===== config.mk =====
export PLATFORM = sky130hd
export DESIGN_NAME = vc_flow_ctrl
export DESIGN_NICKNAME = d
export VERILOG_FILES = /design/src/rtl/vc_flow_ctrl_pkg.sv /design/src/rtl/vc_flow_ctrl_fifo.sv /design/src/rtl/vc_flow_ctrl.sv
export SDC_FILE = /design/constraint.sdc
export NUM_CORES = 1
export LEC_CHECK = 0
export BUFFER_PORTS_ARGS = -buffer_cell sky130_fd_sc_hd__buf_2
export CORE_UTILIZATION = 45
export CTS_BUF_LIST = sky130_fd_sc_hd__clkbuf_4 sky130_fd_sc_hd__clkbuf_8
export DETAILED_ROUTE_END_ITERATION = 10
export HOLD_SLACK_MARGIN = 0.03
export PLACE_DENSITY = 0.66
export SETUP_SLACK_MARGIN = 0.2
export SLEW_MARGIN = 20
export SYNTH_ARGS = -nofsm -noshare
export SYNTH_HDL_FRONTEND = slang
export SYNTH_SLANG_ARGS = --single-unit

===== constraint.sdc =====
create_clock -name clk -period 3.9 [get_ports clk]
set_input_delay 1.17 -clock clk [delete_from_list [all_inputs] [get_ports clk]]
set_output_delay 1.17 -clock clk [all_outputs]
set_load 0.005 [all_outputs]

===== src/rtl/vc_flow_ctrl_pkg.sv =====
// Shared definitions for the virtual-channel flow controller:
// state encoding, arbitration mode codes and threshold width.
package vc_flow_ctrl_pkg;

  typedef enum logic [2:0] {
    ST_RESET  = 3'd0,
    ST_INIT   = 3'd1,
    ST_IDLE   = 3'd2,
    ST_ACTIVE = 3'd3,
    ST_ERROR  = 3'd4
  } state_t;

  localparam int unsigned ARB_STRICT = 0;
  localparam int unsigned ARB_RR     = 1;
  localparam int unsigned THR_W      = 4;

endpackage


===== src/rtl/vc_flow_ctrl_fifo.sv =====
// Per-channel synchronous FIFO with occupancy count and a registered
// almost-full flag compared against a programmable threshold.
module vc_fifo
  import vc_flow_ctrl_pkg::*;
#(
  parameter int unsigned DATA_WIDTH = 6,
  parameter int unsigned DEPTH      = 4
) (
  input  logic                         i_clk,
  input  logic                         i_reset_n,
  input  logic                         i_wr,
  input  logic [DATA_WIDTH-1:0]        i_data,
  input  logic                         i_rd,
  input  logic [THR_W-1:0]             i_thr,
  output logic [DATA_WIDTH-1:0]        o_data,
  output logic [$clog2(DEPTH):0]       o_count,
  output logic                         o_empty,
  output logic                         o_full,
  output logic                         o_almost_full
);

  localparam int unsigned AW    = $clog2(DEPTH);
  localparam int unsigned CW    = AW + 1;
  localparam int unsigned CMP_W = (CW > THR_W) ? CW : THR_W;

  logic [DATA_WIDTH-1:0] r_mem [DEPTH];
  logic [AW-1:0]         r_wptr;
  logic [AW-1:0]         r_rptr;
  logic [CW-1:0]         r_count;
  logic                  r_af;
  logic [CW-1:0]         w_count_next;

  assign w_count_next = r_count + CW'(i_wr) - CW'(i_rd);

  always_ff @(posedge i_clk) begin
    if (i_wr) r_mem[r_wptr] <= i_data;
  end

  // almost_full is registered from the next count so it tracks the
  // same edge as count/empty while still resetting to 0.
  always_ff @(posedge i_clk) begin
    if (!i_reset_n) begin
      r_wptr  <= '0;
      r_rptr  <= '0;
      r_count <= '0;
      r_af    <= 1'b0;
    end else begin
      if (i_wr) r_wptr <= r_wptr + AW'(1);
      if (i_rd) r_rptr <= r_rptr + AW'(1);
      r_count <= w_count_next;
      r_af    <= CMP_W'(w_count_next) >= CMP_W'(i_thr);
    end
  end

  assign o_data        = r_mem[r_rptr];
  assign o_count       = r_count;
  assign o_empty       = (r_count == '0);
  assign o_full        = (r_count == CW'(DEPTH));
  assign o_almost_full = r_af;

endmodule


===== src/rtl/vc_flow_ctrl.sv =====
// Virtual-channel flow controller: steers words into per-VC FIFOs by their
// VC field, arbitrates them onto a registered output and tracks block state.
module vc_flow_ctrl
  import vc_flow_ctrl_pkg::*;
#(
  parameter int unsigned DATA_WIDTH = 6,
  parameter int unsigned NUM_VC     = 2,
  parameter int unsigned DEPTH      = 4,
  parameter int unsigned ARB_MODE   = 0
) (
  input  logic                    clk,
  input  logic                    reset,
  input  logic                    init,
  input  logic [4*NUM_VC-1:0]     umbral_vc,
  input  logic                    push,
  input  logic [DATA_WIDTH-1:0]   data_in,
  input  logic                    out_pause,
  output logic [DATA_WIDTH-1:0]   data_out,
  output logic                    valid_out,
  output logic [NUM_VC-1:0]       almost_full,
  output logic [NUM_VC-1:0]       empty,
  output logic                    idle_out,
  output logic                    active_out,
  output logic                    error_out
);

  localparam int unsigned VC_BITS = $clog2(NUM_VC);
  localparam int unsigned CW      = $clog2(DEPTH) + 1;

  state_t                r_state, w_state_next;
  logic [THR_W-1:0]      r_thr [NUM_VC];
  logic [VC_BITS-1:0]    r_rr_ptr;
  logic [DATA_WIDTH-1:0] r_data_out;
  logic                  r_valid_out;

  logic [VC_BITS-1:0]    w_vc;
  logic [NUM_VC-1:0]     w_full, w_empty, w_af, w_wr, w_rd;
  logic [DATA_WIDTH-1:0] w_head [NUM_VC];
  logic [CW-1:0]         w_count [NUM_VC];
  logic                  w_in_service, w_can_pop, w_all_empty, w_overflow;
  logic                  w_grant_valid;
  logic [VC_BITS-1:0]    w_grant, w_idx;

  assign w_vc         = data_in[DATA_WIDTH-1 -: VC_BITS];
  assign w_in_service = (r_state == ST_IDLE) || (r_state == ST_ACTIVE);
  assign w_can_pop    = (w_in_service || (r_state == ST_INIT)) && !out_pause;

  always_comb begin
    w_grant_valid = 1'b0;
    w_grant       = '0;
    w_idx         = '0;
    if (w_can_pop) begin
      for (int unsigned off = 0; off < NUM_VC; off++) begin
        // Strict priority is a round-robin scan anchored at VC0.
        w_idx = (ARB_MODE == ARB_RR) ? r_rr_ptr + VC_BITS'(off) : VC_BITS'(off);
        if (!w_grant_valid && !w_empty[w_idx]) begin
          w_grant_valid = 1'b1;
          w_grant       = w_idx;
        end
      end
    end
  end

  always_comb begin
    w_all_empty = 1'b1;
    for (int unsigned i = 0; i < NUM_VC; i++) begin
      w_rd[i] = w_grant_valid && (w_grant == VC_BITS'(i));
      w_wr[i] = push && w_in_service && (w_vc == VC_BITS'(i)) && (!w_full[i] || w_rd[i]);
      if (w_count[i] != '0) w_all_empty = 1'b0;
    end
  end

  assign w_overflow = push && w_in_service && w_full[w_vc] && !w_rd[w_vc];

  for (genvar g = 0; g < NUM_VC; g++) begin : g_vc
    vc_fifo #(
      .DATA_WIDTH (DATA_WIDTH),
      .DEPTH      (DEPTH)
    ) u_fifo (
      .i_clk         (clk),
      .i_reset_n     (reset),
      .i_wr          (w_wr[g]),
      .i_data        (data_in),
      .i_rd          (w_rd[g]),
      .i_thr         (r_thr[g]),
      .o_data        (w_head[g]),
      .o_count       (w_count[g]),
      .o_empty       (w_empty[g]),
      .o_full        (w_full[g]),
      .o_almost_full (w_af[g])
    );
  end

  always_comb begin
    w_state_next = r_state;
    case (r_state)
      ST_RESET: w_state_next = ST_INIT;
      ST_INIT:  if (!init && w_all_empty) w_state_next = ST_IDLE;
      ST_IDLE: begin
        if (w_overflow)                   w_state_next = ST_ERROR;
        else if (init)                    w_state_next = ST_INIT;
        else if (push || !w_all_empty)    w_state_next = ST_ACTIVE;
      end
      ST_ACTIVE: begin
        if (w_overflow)                   w_state_next = ST_ERROR;
        else if (init)                    w_state_next = ST_INIT;
        else if (w_all_empty && !push)    w_state_next = ST_IDLE;
      end
      ST_ERROR: w_state_next = ST_ERROR;
      default:  w_state_next = ST_RESET;
    endcase
  end

  always_ff @(posedge clk) begin
    if (!reset) begin
      r_state     <= ST_RESET;
      r_rr_ptr    <= '0;
      r_data_out  <= '0;
      r_valid_out <= 1'b0;
      for (int unsigned i = 0; i < NUM_VC; i++) r_thr[i] <= '0;
    end else begin
      r_state     <= w_state_next;
      r_valid_out <= w_grant_valid;
      if (w_grant_valid) begin
        r_data_out <= w_head[w_grant];
        r_rr_ptr   <= w_grant + VC_BITS'(1);
      end
      if (r_state == ST_INIT)
        for (int unsigned i = 0; i < NUM_VC; i++) r_thr[i] <= umbral_vc[4*i +: 4];
    end
  end

  assign data_out    = r_data_out;
  assign valid_out   = r_valid_out;
  assign almost_full = w_af;
  assign empty       = w_empty;
  assign idle_out    = (r_state == ST_IDLE);
  assign active_out  = (r_state == ST_ACTIVE);
  assign error_out   = (r_state == ST_ERROR);

endmodule

==> metrics.yaml <==
p_switching_uw: 716.5
clock-sinks: 86
setup_violations: 0
synth_cell_types: 39
dr.pass1.iters: 4
numCtsBuffers: 9
powerDensity_mw_per_mm2: 569.7
swShare_pct: 29.95
end_kind: "flip-flop"
num_rows: 32
path_clk_slew_ns: 0.09
fmax_mhz: 296.5
finalHoldViolations: 0
synth_top_area_share_pct: 45.56
clk_latency_ns: 0.36
start_util_pct: 47.03
area_growth_pct: 13.76
nets: 344
hp-class: "flip-flop to flip-flop"
fin_tns_setup_ns: 0
layoutNonFillerInstCount: 412
clockBufferDepth: 2
crit_type: "input pin to flip-flop"
setup_ws_ns: 0.5277
seqPwrFrac_pct: 47.3
pwr-share-clk_pct: 27.1
ant_nets: 0
clockRootBuffer: "clkbuf_8"
synth_cells: 267
path_max_fanout: 9
fillCellCount: 663
cts_tree: "done"
pwr-share-comb_pct: 25.6
ctsHoldBuffers: 0
grt_antenna_before_repair: 0
synth_area_leader_cell: "edfxtp_1"
synthFlopType: "edfxtp_1"
cp.required_ns: 4.12
vias: 2061
grt_max_degree: 18
place_inst: 396
first_iter_violations: 118
cp.buffers_inverters: 3
dpl.hpwl_um: 4392
worstMarginPinSlew_ns: 0.7999
layout_common_cells: "edfxtp_1 (56), buf_2 (32), dfxtp_1 (30)"
p_leak_nw: 1.620
syn_area_sq_mm: 0.003691
cp_cell_sequence: "buf_2, or2_4, or4_4, inv_4, ha_4, inv_2, ha_4, fa_1, ha_1, a21o_1, a21oi_1, nor3_1"
grt_pass1_wl_um: 9949
crit_path_max_incr_delay_ns: 0.56
max-vdd-ir-drop_mv: 0.1954
clock_skew_ns: 0.01223
crit_top_cell: "ha_4"
synth_warnings: 0
total_power_mw: 2.392
async_flop_share_pct: 0
grt.total_usage_pct: 15.53
antennaDiodeCount: 0
dieWidth_um: 92.57
top_level_ports: 33
synth_seq_cells: 86
synth-edff-count: 56
relSlewSlack_pct: 46.32
fin_area_sq_mm: 0.004199
p_int_mw: 1.676
dpl_cell_area_sq_mm: 0.003986
yosys-top-cells-area: "edfxtp_1 (46%), dfxtp_1 (16%), mux4_2 (7.3%)"
drive_gt1_share_pct: 23.87
die-area_sq_mm: 0.008568
critical_path_arrival_ns: 3.60
syn_nets: 306
cap_violations: 0
grt_pass1_vias: 2031
h-tree-depth: 3
yosysSeqAreaShare_pct: 61.83
final_common_cell: "edfxtp_1"
grt.overflow.total: 0
syn_avg_cell_area_sq_um: 13.82
slowest_stage: "or4_4"
port_buffers: 32
fin_crit_sh_pct: 86.47
wirelength_um: 6013
post_cts_resized: 0
post_drt_wl_per_cell_um: 14.59
r2r_slack_ns: 0.91
die_h_um: 92.57
cp-start-kind: "input pin"
post-route-min-period_ns: 3.372
place_ws_ns: 0.1506
slew_viol_final: 0
fp.coreArea_sq_mm: 0.007848
crit_family: "adder cells"
rsz0062_at_grt: "no"
drc: 0
gp_congestion: 0.7625
vias_per_cell: 5.002
post_cts_buffers: 0
outcome: "finished clean"
-- worst paths after layout --
path                                           startpoint  depth (start not counted)                      endpoint
worst min-delay path                          r_thr[0][7]                          1  g_vc[1].u_fifo.o_almost_full
worst max-delay path                            out_pause                         12  g_vc[1].u_fifo.o_almost_full
worst max register to register  g_vc[0].u_fifo.o_count[2]                         12  g_vc[1].u_fifo.o_almost_full
worst min register to register                r_thr[0][7]                          1  g_vc[1].u_fifo.o_almost_full
-- Yosys cell counts, types with 2 or more instances --
cell type and number:
buf_6 2, buf_1 2, ha_1 18, dfxtp_1 30, buf_4 4, a21oi_1 15, inv_1 23, o21ai_0 10
nor3_1 6, clkbuf_1 3, and2_1 16, edfxtp_1 56, nand2b_1 3, fa_1 2, a211oi_1 3, a21o_1 4
xnor2_1 5, and3_1 8, mux4_2 12, nand3_1 5, nor2b_1 2, o211ai_1 2, nand3b_1 2, xor2_1 2
mux2i_1 6, nor2_1 13
-- cell type report --
| type | instances | area (sq um) | area share, % |
|---|---|---|---|
| sequential | 86 | 2282 | 54.35 |
| tap | 102 | 127.6 | 3.039 |
| timing repair buffer | 38 | 205.2 | 4.887 |
| inverter | 23 | 88.84 | 2.116 |
| multi-input combinational | 147 | 1282 | 30.54 |
| clock inverter | 7 | 88.84 | 2.116 |
| clock buffer | 9 | 123.9 | 2.950 |
-- power groups by stage --
stage	sequential (mW)	combinational [mW]	clock, mW
after floorplan	1.13	0.479	0
after global placement	1.15	0.604	0
after detailed placement	1.15	0.614	0
after CTS	1.13	0.617	0.662
after global routing	1.15	0.696	0.700
final	1.13	0.613	0.648
-- registers in the layout, indices dropped and copies added (netlist names), named ones only --
register / cells
data_out: 6
g_vc.u_fifo.o_almost_full: 2
g_vc.u_fifo.o_count: 6
g_vc.u_fifo.r_mem: 48
g_vc.u_fifo.r_rptr: 4
g_vc.u_fifo.r_wptr: 4
r_state: 3
r_thr: 8
valid_out: 1
-- worst register-to-register path, delay by kind of cell, from the launching register on --
family / cells / cell delay [ns]
adder cells (fa/ha/maj): 4 / 1.14
flip-flops: 1 / 0.35
AO/OA/AOI/OAI: 3 / 0.65
buffers and inverters: 2 / 0.12
AND/OR/NAND/NOR: 3 / 0.60
-- through the flow --
step / hold WS, ns / utilization, %
5_1_grt: 0.4124 / 53.51
4_1_cts: 0.4033 / 53.51
3_3_place_gp: 0.3922 / 50.80
3_5_place_dp: 0.3928 / 50.80
6_report: 0.4006 / 53.51
2_1_floorplan: 0.3841 / -
-- kinds of logic (layout without fill, tap and decap cells) --
logic type / count (synthesis) / in the layout / synth area share [%]
AND/OR/NAND/NOR: 62 / 62 / 9.526
buffers and inverters: 34 / 77 / 4.271
AO/OA/AOI/OAI: 40 / 40 / 6.576
flip-flops: 86 / 86 / 61.83
XOR/XNOR: 7 / 7 / 1.661
multiplexers: 18 / 18 / 8.949
adder cells (fa/ha/maj): 20 / 20 / 7.187
-- metal layers --
layer  up-vias  wire [um]  share of wire, %  track usage, %
li1       1055          -                 -               -
met1       977       3021                50           21.63
met2        20       2747                46           23.46
met3         9        137               2.3           2.956
met4         0        106               1.8           7.422
met5         -          0                 0               0
Note: power is estimated with default switching activity, not from simulation.
